### src/rtl/phy_tx_pkg.sv
// Shared constants and FSM encoding for the single-lane PHY transmitter.
package phy_tx_pkg;

    localparam logic [7:0] COM_SYM_DEF = 8'hBC;

    typedef enum logic [1:0] {
        ST_DISABLED = 2'd0,
        ST_SYNC     = 2'd1,
        ST_ACTIVE   = 2'd2
    } tx_state_e;

endpackage

### src/rtl/phy_tx_ser8.sv
// 8-bit parallel-in serial-out shifter, MSB first, with symbol-boundary flag.
module phy_tx_ser8 (
    input  logic       clk_i,
    input  logic       rst_i,
    input  logic       clear_i,
    input  logic       load_i,
    input  logic [7:0] load_data_i,
    output logic       serial_o,
    output logic       last_bit_o
);

    logic [7:0] sr_q, sr_d;
    logic [2:0] bit_cnt_q, bit_cnt_d;

    always_comb begin
        sr_d      = {sr_q[6:0], 1'b0};
        bit_cnt_d = bit_cnt_q + 3'd1;
        if (clear_i) begin
            sr_d      = 8'h00;
            bit_cnt_d = 3'd0;
        end else if (load_i) begin
            sr_d      = load_data_i;
            bit_cnt_d = 3'd0;
        end
    end

    always_ff @(posedge clk_i or posedge rst_i) begin
        if (rst_i) begin
            sr_q      <= 8'h00;
            bit_cnt_q <= 3'd0;
        end else begin
            sr_q      <= sr_d;
            bit_cnt_q <= bit_cnt_d;
        end
    end

    assign serial_o   = sr_q[7];
    assign last_bit_o = (bit_cnt_q == 3'd7);

endmodule

### src/rtl/phy_tx_lane.sv
// Single-lane PHY transmitter: COM sync train, 1-entry holding register, MSB-first serializer.
module phy_tx_lane
    import phy_tx_pkg::*;
#(
    parameter int         SYNC_SYMS = 4,
    parameter logic [7:0] COM_SYM   = COM_SYM_DEF
) (
    input  logic       clk_8f,
    input  logic       reset,
    input  logic       enable,
    input  logic [7:0] data_in,
    input  logic       valid_in,
    output logic       ready_out,
    output logic       serial_out,
    output logic       data_flag,
    output logic       sync_done
);

    localparam int              SCW       = $clog2(SYNC_SYMS + 1);
    localparam logic [SCW-1:0]  SYNC_LAST = SCW'(SYNC_SYMS);

    tx_state_e      state_q, state_d;
    logic [SCW-1:0] sync_cnt_q, sync_cnt_d;
    logic [7:0]     hold_data_q, hold_data_d;
    logic           hold_valid_q, hold_valid_d;
    logic           data_flag_q, data_flag_d;
    logic           sync_done_q, sync_done_d;

    logic       ser_load;
    logic       ser_clear;
    logic [7:0] ser_data;
    logic       last_bit;
    logic       accept;

    assign ready_out = (state_q != ST_DISABLED) && !hold_valid_q;
    assign accept    = valid_in && ready_out;
    assign data_flag = data_flag_q;
    assign sync_done = sync_done_q;

    phy_tx_ser8 u_ser (
        .clk_i       (clk_8f),
        .rst_i       (reset),
        .clear_i     (ser_clear),
        .load_i      (ser_load),
        .load_data_i (ser_data),
        .serial_o    (serial_out),
        .last_bit_o  (last_bit)
    );

    always_comb begin
        state_d      = state_q;
        sync_cnt_d   = sync_cnt_q;
        hold_data_d  = hold_data_q;
        hold_valid_d = hold_valid_q;
        data_flag_d  = data_flag_q;
        sync_done_d  = sync_done_q;
        ser_load     = 1'b0;
        ser_clear    = 1'b0;
        ser_data     = COM_SYM;
        case (state_q)
            ST_DISABLED: begin
                if (enable) begin
                    ser_load   = 1'b1;
                    sync_cnt_d = SCW'(1);
                    state_d    = ST_SYNC;
                end
            end
            ST_SYNC, ST_ACTIVE: begin
                if (!enable) begin
                    // Disable truncates the symbol in flight and drops any pending byte.
                    state_d      = ST_DISABLED;
                    ser_clear    = 1'b1;
                    sync_cnt_d   = '0;
                    hold_valid_d = 1'b0;
                    data_flag_d  = 1'b0;
                    sync_done_d  = 1'b0;
                end else begin
                    if (accept) begin
                        hold_data_d  = data_in;
                        hold_valid_d = 1'b1;
                    end
                    if (last_bit) begin
                        ser_load = 1'b1;
                        if (state_q == ST_SYNC && sync_cnt_q < SYNC_LAST) begin
                            sync_cnt_d = sync_cnt_q + 1'b1;
                        end else begin
                            // A byte accepted on this same edge waits for the next slot.
                            state_d     = ST_ACTIVE;
                            sync_done_d = 1'b1;
                            if (hold_valid_q) begin
                                ser_data     = hold_data_q;
                                hold_valid_d = 1'b0;
                                data_flag_d  = 1'b1;
                            end else begin
                                data_flag_d  = 1'b0;
                            end
                        end
                    end
                end
            end
            default: state_d = ST_DISABLED;
        endcase
    end

    always_ff @(posedge clk_8f or posedge reset) begin
        if (reset) begin
            state_q      <= ST_DISABLED;
            sync_cnt_q   <= '0;
            hold_data_q  <= 8'h00;
            hold_valid_q <= 1'b0;
            data_flag_q  <= 1'b0;
            sync_done_q  <= 1'b0;
        end else begin
            state_q      <= state_d;
            sync_cnt_q   <= sync_cnt_d;
            hold_data_q  <= hold_data_d;
            hold_valid_q <= hold_valid_d;
            data_flag_q  <= data_flag_d;
            sync_done_q  <= sync_done_d;
        end
    end

endmodule

### config.mk
export PLATFORM = sky130hd
export DESIGN_NAME = phy_tx_lane
export DESIGN_NICKNAME = d
export VERILOG_FILES = /design/src/rtl/phy_tx_pkg.sv /design/src/rtl/phy_tx_ser8.sv /design/src/rtl/phy_tx_lane.sv
export SDC_FILE = /design/constraint.sdc
export NUM_CORES = 1
export LEC_CHECK = 0
export CAP_MARGIN = 20
export CORE_MARGIN = 1
export CORE_UTILIZATION = 57
export CTS_BUF_LIST = sky130_fd_sc_hd__clkbuf_8
export CTS_CLUSTER_DIAMETER = 30
export DETAILED_ROUTE_END_ITERATION = 8
export PLACE_DENSITY_LB_ADDON = 0.2
export SLEW_MARGIN = 25
export SYNTH_ARGS = -nofsm -noshare
export SYNTH_HDL_FRONTEND = slang
export SYNTH_SLANG_ARGS = --single-unit
export TNS_END_PERCENT = 20
### constraint.sdc
create_clock -name clk_8f -period 2.3 [get_ports clk_8f]
set_input_delay 0.345 -clock clk_8f [delete_from_list [all_inputs] [get_ports clk_8f]]
set_output_delay 0.345 -clock clk_8f [all_outputs]
set_load 0.02 [all_outputs]
* Yosys cells after proc, flatten, opt, wreduce, memory -nomap -nowiden
Index checks and enable logic that the tools add are counted.
** Word-level totals
- Register bits :: 27
- Word-level logic and storage cells :: 69
- Output and inout bits :: 4
- Bits of input ports :: 12
** Operators by class
- Magnitude comparators :: 1
- Reductions and logical operators :: 12
- Multiplexer cells :: 37
- $add $sub $neg :: 2
- Eq/ne operators :: 9
** Operators by type and width (count)
- 2-to-1 mux 8 bit :: 7
- 2-to-1 mux 3 bit :: 6
- 2-to-1 mux 1 bit :: 17
- != test 3 bit (second input constant) :: 3
- AND reduction 3 bit :: 3
- 2-to-1 mux 2 bit :: 4
- adder 3 x 1 -> 3 bit (second input constant) :: 2
- one-hot mux 3 bit (2 select lines) :: 1
- != test 2 bit (second input constant) :: 2
- one-hot mux 2 bit (2 select lines) :: 1
- AND reduction 4 bit :: 1
- nonzero test 2 bit :: 2
- equality test 3 bit (second input constant) :: 1
- logical AND 1 bit :: 3
- < comparator 3 bit (second input constant) :: 1
- equality test 2 x 1 -> 1 bit (second input constant) :: 1
- equality test 2 bit (second input constant) :: 1
- logical NOT 2 bit :: 1
- != test 2 x 1 -> 1 bit (second input constant) :: 1
- one-hot mux 1 bit (2 select lines) :: 1
- OR reduction 2 bit :: 1
- logical NOT 1 bit :: 1

* Logic depth before layout (Yosys ltp)
- Word-level depth :: 8
- Gate-level depth with buffers :: 7
- Depth with buffers taken out :: 5

* Modules after synthesis
A second synthesis with hierarchy kept.
** Unflattened totals
- Cell total of the unflattened synthesis :: 116
- Area, all modules :: 1336.3 µm²
** By module, submodules not included
- phy_tx_lane :: times used 1, area each 889.6 µm², cells an instance 82, seq. area each 400.4 µm²
- phy_tx_ser8 :: times used 1, area each 446.7 µm², cells an instance 34, seq. area each 275.3 µm²

* Worst setup path after synthesis
Ideal clock, no wire load.
- Path type :: reg-to-reg
- Start :: register state_q[0]
- End :: register hold_data_q[0]
- Slack :: 425 ps
- Clock period less this slack :: 1875 ps
- Required time :: 2175 ps
- Path buffers :: 1
- Library setup time :: 125 ps
- Cell stages (with the launch flop) :: 7
- Arrival time :: 1750 ps
- Cells stage by stage :: dfrtp_1 inv_1 ha_1 clkbuf_1 nor2_1 nand4_2 mux2_2
** Between the ends
- Longest elaborated chain between the ends :: 4
- Elaborated cells on any way between the ends :: 7
- Those cells by class :: eq/ne: 2; reduce/logical: 5
** Ends and longest elaborated chain
- start, declared :: RTL line phy_tx_lane.sv:22 : tx_state_e state_q, state_d;
- start signal, assigned :: RTL line phy_tx_lane.sv:114 : state_q <= state_d;
- nonzero test 2 bit :: RTL line phy_tx_lane.sv:35 : assign ready_out = (state_q != ST_DISABLED) && !hold_valid_q;
- logical AND 1 bit :: RTL line phy_tx_lane.sv:35
- via ready_out :: RTL line phy_tx_lane.sv:13 : output logic ready_out,
- logical AND 1 bit :: RTL line phy_tx_lane.sv:36 : assign accept = valid_in && ready_out;
- AND reduction 3 bit (no source line)
- end signal, assigned :: RTL line phy_tx_lane.sv:116 : hold_data_q <= hold_data_d;
- end, declared :: RTL line phy_tx_lane.sv:24 : logic [7:0] hold_data_q, hold_data_d;
The timed path passes the listed nets, and every way through them passes these cells.
A chain may end at the register's enable or synchronous reset.

* Worst setup path after layout
- Start :: register u_ser.bit_cnt_q[0]
- End :: register u_ser.sr_q[4]
** Between the ends
- Longest elaborated chain between the ends :: 6
- Elaborated cells on any way between the ends :: 9
- Those cells by class :: eq/ne: 1; mux: 8
** Ends and longest elaborated chain
- start, declared :: RTL line phy_tx_ser8.sv:13 : logic [2:0] bit_cnt_q, bit_cnt_d;
- start signal, assigned :: RTL line phy_tx_ser8.sv:33 : bit_cnt_q <= bit_cnt_d;
- equality test 3 bit * :: RTL line phy_tx_ser8.sv:38 : assign last_bit_o = (bit_cnt_q == 3'd7);
- 2-to-1 mux 1 bit or 2-to-1 mux 8 bit (tied branches) :: RTL line phy_tx_lane.sv:82 : if (last_bit) begin
- 2-to-1 mux 1 bit or 2-to-1 mux 8 bit (tied branches) :: RTL line phy_tx_lane.sv:69 : if (!enable) begin
- one-hot mux 1 bit (2 select lines) or 2-to-1 mux 8 bit (tied branches) :: RTL line phy_tx_lane.sv:60 : case (state_q)
- 2-to-1 mux 8 bit * :: RTL line phy_tx_ser8.sv:21 : end else if (load_i) begin
- 2-to-1 mux 8 bit * :: RTL line phy_tx_ser8.sv:18 : if (clear_i) begin
- via u_ser.sr_d[4] :: RTL line phy_tx_ser8.sv:12 : logic [7:0] sr_q, sr_d;
- end signal, assigned :: RTL line phy_tx_ser8.sv:32 : sr_q <= sr_d;
- end, declared :: RTL line phy_tx_ser8.sv:12
Mark *: on every way through the listed nets, which the timed path passes. The rest lies on a longest branch.

==> out/metrics.yaml <==
synth-seq-cells: 27
pre_cts_slack_ns: 0.370
grt_max_degree: 28
multi_input_comb_area_um2: 581
placed_cells: 166
slew_violations: 0
fin_crit_ns: 1.96
num_rows: 17
postRouteAntennaNets: 0
grt_first_pass_wirelength_mm: 4.37
ys_seq_area_share_pct: 50.9
cts_num_sinks: 27
max_freq_ghz: 0.510
power_mw: 1.73
max-vdd-ir-drop_mv: 0.672
final_area_um2: 1570
fin_nets: 161
routed_via_density: 5.79
min_path_type: "input port to async pin"
drt-initial-drc-count: 38
crit_chain: "ha_1 -> ha_1 -> a21o_1 -> and2_1 -> a311oi_1"
htree_levels: 1
core_area_um2: 2210
cp_common_cell: "ha_1"
clkTransAtPathRegs_ns: 0.09
cpMaxStageDelayCell: "dfrtp_1"
critPathMaxStageDelay_ns: 0.40
register_area_um2: 676
critical_path_class: "register to register"
outcome: "completed"
drive_above_1_share_pct: 14.1
drc: 0
cts_buffers: 3
io_pins: 16
critPathLaunchType: "register"
dpl.hpwl_mm: 1.72
dr.pass1.iters: 4
rsz0062_at_grt: "no"
area_growth_pct: 18.2
cts-root-buf: "clkbuf_8"
cts_tree: "yes"
cp_top_family: "compound AO/OA/AOI/OAI gates"
required_ns: 2.46
dieHeight_um: 50.2
fin_worst_skew_ns: 0.00355
initial_core_util_pct: 60.0
setup_ws_ns: 0.339
cap_violations: 0
clockBufferDepth: 2
syn_nets: 143
tightest_slew_ns: 0.462
yosysWarnings: 0
fin_crit_sh_pct: 85.2
relSlewSlack_pct: 69.1
fillers: 170
clkLatencyLatePin_ns: 0.27
die-area_um2: 2520
routed_wl_mm: 2.44
cp_max_fo: 11
grt_pass1_vias: 996
die_x_um: 50.2
setup_tns_ns: 0
p_leak_nw: 0.727
antenna_cells: 0
yosys.cell_types.count: 36
grt_antenna_before_repair: 0
final-instance-count-excl-fill: 170
setup_viol_count_final: 0
netlist_area_um2: 1330
hold_viol: 0
vias: 984
crit_arrival_ns: 2.12
synth_area_per_cell_um2: 10.6
cp-end-kind: "register"
place_area_um2: 1520
gp_congestion: 0.780
grt.total_usage_pct: 23.5
wire_per_inst_um: 14.4
crit_buf_inv: 0
grt.overflow.total: 0
placement.io_buffers: 15
syn_inst: 125
power_density_nw_per_um2: 1110
[logic make-up (layout without fill, tap and decap cells)]
family                   count (synthesis)  count (layout)  share of synthesized area, %
AO/OA/AOI/OAI                           31              31                          16.1
adder cells (fa/ha/maj)                  6               6                          5.66
buffers and inverters                   18              35                          5.28
flip-flops                              27              27                          50.9
multiplexers                            10              10                          8.30
AND/OR/NAND/NOR                         33              33                          13.7
[final timing paths]
check,from,end,slack (ns),depth (start not counted)
worst max-delay path,u_ser.bit_cnt_q[0],u_ser.sr_q[4],0.34,5
worst min-delay path,reset,hold_data_q[4],0.41,3
worst max register to register,u_ser.bit_cnt_q[0],u_ser.sr_q[4],0.34,5
worst min register to register,u_ser.bit_cnt_q[0],u_ser.bit_cnt_q[0],0.45,1
max in group asynchronous,reset,u_ser.bit_cnt_q[1],1.63,3
min in group clk_8f,u_ser.bit_cnt_q[0],u_ser.bit_cnt_q[0],0.45,1
[Yosys cell counts]
cell type	instances	area (um^2)
a211o_1	1	8.76
a211oi_1	2	15.0
a211oi_2	1	12.5
a21boi_0	1	7.51
a21o_1	1	7.51
a21oi_1	8	40.0
a22oi_1	2	15.0
a311o_1	1	10.0
a311oi_1	5	43.8
a31oi_1	1	6.26
a41oi_1	1	8.76
and2_1	1	6.26
and3_1	2	12.5
buf_2	2	10.0
clkbuf_1	4	15.0
dfrtp_1	27	676
ha_1	6	75.1
inv_1	12	45.0
mux2_2	8	90.1
mux2i_1	2	20.0
nand2_1	6	22.5
nand2_2	1	6.26
nand2b_1	2	12.5
nand3_1	1	5.00
nand3b_1	1	7.51
nand4_1	1	6.26
nand4_2	1	12.5
nor2_1	8	30.0
nor2b_1	4	25.0
nor3_1	2	10.0
nor3_2	1	10.0
o211ai_1	1	7.51
o21ai_0	5	25.0
o22ai_1	1	6.26
or2b_1	1	7.51
or4_1	1	7.51
[per-layer routing]
layer / vias up / GRT usage (%) / routed length [um]
li1: 475 / - / -
met1: 481 / 28.8 / 1100
met2: 24 / 37.6 / 1190
met3: 4 / 6.06 / 111
met4: 0 / 12.9 / 44
met5: - / 0 / 0
[worst min-delay path, cell delays in order]
cell             delay [ns]
clkdlybuf4s50_1        0.39
inv_1                  0.05
buf_4                  0.31
[power by group]
group	total, mW	internal, mW	switching, mW
Sequential	0.761	0.661	0.0999
Clock	0.271	0.123	0.148
Combinational	0.701	0.318	0.383
Total	1.73	1.10	0.632
[flip-flops by register name (all words and copies together) (netlist names)]
signal / cells
hold_data_q: 8
u_ser.sr_q: 8
sync_cnt_q: 3
u_ser.bit_cnt_q: 3
state_q: 2
data_flag: 1
hold_valid_q: 1
sync_done: 1
[area by class of cell]
type	instances	area share, %
multi-input cells	80	37.0
inverters	12	2.87
clock inverters	1	0.479
repair buffers	19	11.7
flip-flops and latches	27	43.1
well taps	28	2.23
clock buffers	3	2.63
[cell usage in the layout, fill, tap and decap left out, types with 5 or more instances in the layout]
cell              n
a21oi_1           8
nor2_1            8
ha_1              6
inv_1            12
o21ai_0           5
a311oi_1          5
mux2_2            8
nand2_1           6
clkdlybuf4s50_1  14
dfrtp_1          27
[metrics by stage]
stage               util, %  hold slack, ns
finish                 70.9           0.411
global route           70.9           0.456
CTS                    70.8           0.423
detailed placement     68.6           0.431
global placement       68.6           0.422
floorplan                 -           0.398
[what timing repair did]
item | in CTS | in global routing
hold buffers | 0 | 0
buffers inserted | 0 | 0
gates resized for setup | 0 | 1
setup endpoints to repair | 0 | 1
Note: power is estimated with default switching activity, not from simulation.
